File: src/rtl/display_pkg.sv
// Shared display definitions for the binary-to-BCD converter and the
// per-digit 7-segment decoders downstream of it.
//   state_t   : converter FSM states
//   BCD_BLANK : digit code that the 7-segment decoder renders as all-off
//   bcd_max() : largest value representable in a given number of digits
package display_pkg;

  typedef enum logic {IDLE, SHIFT} state_t;

  localparam logic [3:0] BCD_BLANK = 4'hF;

  function automatic logic [63:0] bcd_max(input int digits);
    logic [63:0] r;
    r = 64'd1;
    for (int i = 0; i < digits; i++) begin
      r = r * 64'd10;
    end
    return r - 64'd1;
  endfunction

endpackage

File: src/rtl/bin2bcd_seq_if.sv
// Handshake/result bundle between a requester and bin2bcd_seq.
//   start, bin              : requester -> converter
//   busy, done, bcd, overflow : converter -> requester / display
interface bin2bcd_seq_if #(
  parameter int BIN_W  = 14,
  parameter int DIGITS = 4
);
  logic                  start;
  logic [BIN_W-1:0]      bin;
  logic                  busy;
  logic                  done;
  logic [4*DIGITS-1:0]   bcd;
  logic                  overflow;

  modport master (output start, output bin,
                  input  busy, input done, input bcd, input overflow);
  modport slave  (input  start, input bin,
                  output busy, output done, output bcd, output overflow);
endinterface

File: src/rtl/bin2bcd_seq_add3.sv
// Double-dabble digit correction: adds 3 to a BCD digit that is 5 or more
// so the following left shift carries correctly into the next digit.
//   din  : 4-bit digit before correction
//   dout : corrected digit
module bcd_add3 (
  input  logic [3:0] din,
  output logic [3:0] dout
);
  assign dout = (din >= 4'd5) ? din + 4'd3 : din;
endmodule

File: src/rtl/bin2bcd_seq.sv
// Sequential binary-to-BCD converter (shift-and-add-3), one input bit per
// clock. The result is held stable on bcd/overflow until the next
// conversion finishes, so the downstream display never flickers.
//   clk, rst_n : clock and synchronous active-low reset
//   bus.start  : accept bus.bin when idle
//   bus.busy   : conversion in progress
//   bus.done   : one-cycle pulse, bcd/overflow just updated
//   bus.bcd    : BCD digits, digit 0 in [3:0]; all blank on overflow
//   bus.overflow : last accepted value exceeded 10^DIGITS-1
module bin2bcd_seq
  import display_pkg::*;
#(
  parameter int BIN_W  = 14,
  parameter int DIGITS = 4,
  parameter int LZB    = 0
) (
  input  logic           clk,
  input  logic           rst_n,
  bin2bcd_seq_if.slave   bus
);

  localparam int          CNT_W   = $clog2(BIN_W + 1);
  localparam int          SCR_W   = 4 * DIGITS;
  localparam logic [63:0] MAX_VAL = bcd_max(DIGITS);

  // Blank leading zero digits from the top; digit 0 is always shown.
  function automatic logic [SCR_W-1:0] lz_blank(input logic [SCR_W-1:0] v);
    logic [SCR_W-1:0] r;
    logic             seen;
    r    = v;
    seen = 1'b0;
    for (int i = DIGITS - 1; i >= 1; i--) begin
      if (!seen && (v[4*i +: 4] == 4'd0)) begin
        r[4*i +: 4] = BCD_BLANK;
      end else begin
        seen = 1'b1;
      end
    end
    return r;
  endfunction

  state_t             state_q, state_d;
  logic [BIN_W-1:0]   shift_q, shift_d;
  logic [SCR_W-1:0]   scratch_q, scratch_d;
  logic [CNT_W-1:0]   cnt_q, cnt_d;
  logic               ovf_pend_q, ovf_pend_d;
  logic [SCR_W-1:0]   bcd_q, bcd_d;
  logic               overflow_q, overflow_d;
  logic               done_q, done_d;

  logic [SCR_W-1:0]       adj;
  logic [SCR_W+BIN_W-1:0] cat;
  logic [SCR_W-1:0]       scr_sh;
  logic [BIN_W-1:0]       shf_sh;

  for (genvar g = 0; g < DIGITS; g++) begin : g_add3
    bcd_add3 u_add3 (
      .din  (scratch_q[4*g +: 4]),
      .dout (adj[4*g +: 4])
    );
  end

  // One double-dabble iteration; anything shifted out of the top digit is
  // dropped (only possible on overflow, where the result is blanked anyway).
  always_comb begin
    cat             = {adj, shift_q};
    {scr_sh, shf_sh} = cat << 1;
  end

  always_comb begin
    state_d    = state_q;
    shift_d    = shift_q;
    scratch_d  = scratch_q;
    cnt_d      = cnt_q;
    ovf_pend_d = ovf_pend_q;
    bcd_d      = bcd_q;
    overflow_d = overflow_q;
    done_d     = 1'b0;
    case (state_q)
      IDLE: begin
        if (bus.start) begin
          shift_d    = bus.bin;
          scratch_d  = '0;
          cnt_d      = CNT_W'(BIN_W);
          ovf_pend_d = (64'(bus.bin) > MAX_VAL);
          state_d    = SHIFT;
        end
      end
      SHIFT: begin
        shift_d   = shf_sh;
        scratch_d = scr_sh;
        cnt_d     = cnt_q - CNT_W'(1);
        if (cnt_q == CNT_W'(1)) begin
          state_d    = IDLE;
          done_d     = 1'b1;
          overflow_d = ovf_pend_q;
          if (ovf_pend_q) begin
            bcd_d = {DIGITS{BCD_BLANK}};
          end else if (LZB != 0) begin
            bcd_d = lz_blank(scr_sh);
          end else begin
            bcd_d = scr_sh;
          end
        end
      end
      default: state_d = IDLE;
    endcase
  end

  always_ff @(posedge clk) begin
    if (!rst_n) begin
      state_q    <= IDLE;
      shift_q    <= '0;
      scratch_q  <= '0;
      cnt_q      <= '0;
      ovf_pend_q <= 1'b0;
      bcd_q      <= {DIGITS{BCD_BLANK}};
      overflow_q <= 1'b0;
      done_q     <= 1'b0;
    end else begin
      state_q    <= state_d;
      shift_q    <= shift_d;
      scratch_q  <= scratch_d;
      cnt_q      <= cnt_d;
      ovf_pend_q <= ovf_pend_d;
      bcd_q      <= bcd_d;
      overflow_q <= overflow_d;
      done_q     <= done_d;
    end
  end

  assign bus.busy     = (state_q == SHIFT);
  assign bus.done     = done_q;
  assign bus.bcd      = bcd_q;
  assign bus.overflow = overflow_q;

endmodule
File: src/flat_wrapper.sv
// flat-port wrapper written by rule: the top's interface ports become plain ports
module bin2bcd_seq_flat import display_pkg::*;
#(
  parameter int BIN_W  = 14,
  parameter int DIGITS = 4,
  parameter int LZB    = 0
)
  (clk, rst_n, bus_start, bus_bin, bus_busy, bus_done, bus_bcd, bus_overflow);
  bin2bcd_seq_if #(.BIN_W(BIN_W), .DIGITS(DIGITS)) bus_i ();
  input  logic clk;
  input  logic rst_n;
  input wire logic [$bits(bus_i.start)-1:0] bus_start;
  input wire logic [$bits(bus_i.bin)-1:0] bus_bin;
  output wire logic [$bits(bus_i.busy)-1:0] bus_busy;
  output wire logic [$bits(bus_i.done)-1:0] bus_done;
  output wire logic [$bits(bus_i.bcd)-1:0] bus_bcd;
  output wire logic [$bits(bus_i.overflow)-1:0] bus_overflow;
  assign bus_i.start = bus_start;
  assign bus_i.bin = bus_bin;
  assign bus_busy = bus_i.busy;
  assign bus_done = bus_i.done;
  assign bus_bcd = bus_i.bcd;
  assign bus_overflow = bus_i.overflow;
  bin2bcd_seq #(.BIN_W(BIN_W), .DIGITS(DIGITS), .LZB(LZB)) u_core (.clk(clk), .rst_n(rst_n), .bus(bus_i));
endmodule
File: config.mk
export PLATFORM = sky130hd
export DESIGN_NAME = bin2bcd_seq_flat
export DESIGN_NICKNAME = d
export VERILOG_FILES = /design/src/rtl/display_pkg.sv /design/src/rtl/bin2bcd_seq_if.sv /design/src/rtl/bin2bcd_seq_add3.sv /design/src/rtl/bin2bcd_seq.sv /design/src/flat_wrapper.sv
export SDC_FILE = /design/constraint.sdc
export NUM_CORES = 1
export LEC_CHECK = 0
export CAP_MARGIN = 30
export CORE_ASPECT_RATIO = 2
export CORE_UTILIZATION = 58
export DETAILED_ROUTE_END_ITERATION = 10
export PLACE_DENSITY_LB_ADDON = 0.1
export RECOVER_POWER = 100
export SYNTH_ARGS = -nofsm -noshare
export SYNTH_HDL_FRONTEND = slang
export SYNTH_SLANG_ARGS = --single-unit
File: constraint.sdc
create_clock -name clk -period 2.45 [get_ports clk]
set_clock_uncertainty 0.1 [all_clocks]
set_input_delay 0.735 -clock clk [delete_from_list [all_inputs] [get_ports clk]]
set_output_delay 0.735 -clock clk [all_outputs]
set_load 0.01 [all_outputs]
==> flow_metrics.py <==
metrics = {
    "pwr": {
        "sw_frac_of_total_pct": 23.7,
        "seqPwrFrac_pct": 55.3,
        "p_sw_mw": 0.398,
        "clkPwrFrac_pct": 33.3,
        "leakage_nw": 1.15,
        "p_comb_share_pct": 11.4,
        "p_total_mw": 1.68,
        "powerDensity_nw_per_um2": 557,
        "internal_power_mw": 1.28,
        "vdd_ir_drop_max_v": 0.000523,
    },
    "worst_setup_path": {
        "reg2reg_setup_slack_ps": 590,
        "path_cells": "clkdlybuf4s50_1 > clkbuf_1 > nand2_1 > o32ai_1",
        "critPathLaunchType": "primary input",
        "end_kind": "flip-flop",
        "crit_arrival_ps": 2330,
        "critPathKind": "primary input to flip-flop",
        "reg2reg_depth": 6,
        "r2r-start": "u_core.scratch_q[12]$_SDFFE_PN0P_",
        "worstReg2RegEnd": "u_core.bus.bcd[14]$_SDFFE_PN1P_",
        "worst_ep_required_time_ps": 2560,
        "crit_path_top_delay_cell": "clkdlybuf4s50_1",
        "cpPeakStageDelay_ps": 500,
        "critPathMaxFanout": 10,
    },
    "clocking": {
        "clkTransAtPathRegs_ps": 90,
        "clk_root_buffer_cell": "clkbuf_8",
        "postCtsSetupBuffers": 0,
        "clockBufferDepth": 2,
        "cts_hold_buf": 0,
        "clock_latency_ps": 300,
        "htree_levels": 2,
        "cts_resized": 0,
        "clkSinkCount": 54,
        "cts_tree": "done",
        "cts-buffers-inserted": 5,
    },
    "grt": {
        "overflow": 0,
        "grt_pass1_vias": 2035,
        "antenna_found_initial": 0,
        "grt_max_degree": 40,
        "grt.total_usage_pct": 24.8,
        "grt_first_pass_wirelength_um": 8960,
    },
    "synth": {
        "ys_seq_elements": 54,
        "yosys_most_used_dff": "dfxtp_1",
        "synth_cell_type_count": 39,
        "synth_warnings": 0,
        "synth-edff-count": 0,
        "synth-async-reset-ratio_pct": 0,
        "yosysMostFrequentCell": "dfxtp_1",
        "synth.area.top_cells": "dfxtp_1 (42%), mux2i_1 (5.5%), nor2_1 (5.3%), a21oi_1 (5.1%), ha_1 (4.9%)",
        "synth_top_area_cell": "dfxtp_1",
        "synth_seq_area_share_pct": 42.5,
        "syn_area_per_cell_um2": 9.06,
        "syn_area_um2": 2540,
        "synth_common_cells": "dfxtp_1 (54), nor2_1 (36), a21oi_1 (26)",
        "synth_top_cell_area_share_pct": 42.5,
        "synthCells": 281,
        "synth_nets": 308,
    },
    "run": {
        "drv_cap": 0,
    },
    "final_layout": {
        "drive_gt1_share_pct": 8.15,
        "nFillCells": 352,
        "stdcell_count": 371,
        "n_antenna_cell": 0,
        "nets": 345,
        "utilization_pct": 72.2,
        "area_growth_pct": 18.2,
    },
    "outcome": {
        "outcome": "finished clean",
    },
    "sta": {
        "final-hold-violation-count": 0,
        "fin_setup_tns_ps": 0,
        "period_share_pct": 90.5,
        "slew_headroom_pct": 42.9,
        "worst_pin_slew_ps": 856,
        "slew_viol_final": 0,
        "fin_crit_ps": 2220,
        "max_freq_mhz": 451,
        "rsz0062_at_grt": "no",
        "setup_viol": 0,
    },
    "placed_design": {
        "place_congestion": 0.804,
        "hpwl_um": 3940,
        "numPortBuffers": 35,
        "dpl.cell_count": 363,
    },
    "die": {
        "core_um2": 4170,
        "rows": 33,
        "initial_core_util_pct": 61.0,
        "io_pins": 36,
        "die_x_um": 48.8,
        "dieArea_um2": 4670,
        "die_y_um": 95.7,
    },
    "routing": {
        "vias": 2111,
        "vias_per_cell": 5.69,
        "routed_wl_um": 5200,
        "ant_nets": 0,
        "drt-initial-drc-count": 30,
        "drt_first_pass_iters": 4,
        "detail_route.wl_per_cell_um": 14.0,
        "remaining_drc_errors": 0,
    },
    "hold_path": {
        "hp-class": "flip-flop to flip-flop",
        "min_to": "u_core.bus.overflow$_SDFFE_PN0P_",
        "hold_depth": 2,
        "min-delay-start": "u_core.bus.overflow$_SDFFE_PN0P_",
    },
}
[layout make-up]
cell class,count,area [um2],share of cell area [%]
inverter,21,78.8,2.62
sequential,54,1080,35.9
clock buffer,8,110,3.66
timing repair buffer,45,414,13.8
multi-input combinational,191,1260,41.9
tap,52,65.1,2.16
[worst max-delay path by stage]
stage                                            end  cells past startpoint  slack [ps]                  startpoint
finish              u_core.scratch_q[6]$_SDFFE_PN0P_                      4         230                       rst_n
global route        u_core.scratch_q[6]$_SDFFE_PN0P_                      4         170                       rst_n
CTS                                         bus_busy                      1         340  u_core.bus.busy$_SDFF_PN0_
detailed placement  u_core.scratch_q[6]$_SDFFE_PN0P_                      4         240                       rst_n
global placement    u_core.scratch_q[6]$_SDFFE_PN0P_                      4         240                       rst_n
floorplan               u_core.cnt_q[3]$_SDFFE_PN0P_                      5         750                   bus_start
[worst max-delay path: cells and delay by family]
kind / cells / cell delay [ps]
buffers and inverters: 2 / 900
and+or+nand+nor: 1 / 370
AOI/OAI and AO/OA: 1 / 320
[power by group through the flow]
stage          Combinational, mW  Sequential, mW  Clock (mW)
2_1_floorplan              0.128           0.946           0
3_3_place_gp               0.195           0.948           0
3_5_place_dp               0.198           0.949           0
4_1_cts                    0.199           0.928       0.575
5_1_grt                    0.212           0.933       0.608
6_report                   0.191           0.928       0.558
[cells by family after synthesis]
logic type | count (synthesis) | share of synthesized area, %
AO/OA/AOI/OAI | 73 | 20.8
buffers and inverters | 36 | 6.88
XOR/XNOR | 4 | 1.38
AND/OR/NAND/NOR | 86 | 16.3
multiplexers | 18 | 7.28
flip-flops | 54 | 42.5
adder cells (fa/ha/maj) | 10 | 4.92
[sequential cells by signal, indices dropped and copies added (netlist names)]
name	flops
u_core.scratch_q	16
u_core.bus.busy	1
u_core.cnt_q	4
u_core.bus.overflow	1
u_core.shift_q	14
u_core.bus.done	1
u_core.ovf_pend_q	1
u_core.bus.bcd	16
[through the flow]
step                      hold slack, ps  setup slack [ps]  cell area (um2)
after floorplan                      354               747             2540
after global placement               356               241             2940
after detailed placement             362               244             2940
after CTS                            375               336             3050
after global routing                 409               171             3010
final                                373               233             3010
[layout by cell type, fill, tap and decap left out]
cell             instances
nand3_1                  7
mux2i_1                 14
a21boi_0                 1
a311oi_1                 2
o21ai_0                 11
mux2_1                   3
o31ai_1                  1
nor2_2                   1
nor2_1                  36
o211ai_1                 5
o32ai_1                 10
dfxtp_1                 54
ha_1                    10
xnor2_1                  4
nand2b_1                 4
nor3_1                   7
clkbuf_1                 3
buf_4                    7
and3_4                   1
a21oi_1                 27
nand2_1                 17
a211oi_1                 5
o21ai_2                  1
clkinv_1                 1
nor4_1                   1
nor3b_1                 10
inv_1                   20
nand3_2                  1
nand4_1                  1
o221ai_1                 1
dlygate4sd3_1           20
mux2_2                   1
clkbuf_8                 8
a21oi_4                  1
a32oi_1                  3
o211ai_2                 4
o21ba_2                  1
clkdlybuf4s50_1         15
[routing by layer]
layer  track usage (%)  routed length [um]  vias to the layer above
met1              25.5                2020                      999
li1                  -                   -                     1060
met4              12.7                 166                        0
met5                 0                   0                        -
met2              47.7                2910                       37
met3              3.19                  97                       15
(Power assumes the default switching activity.)
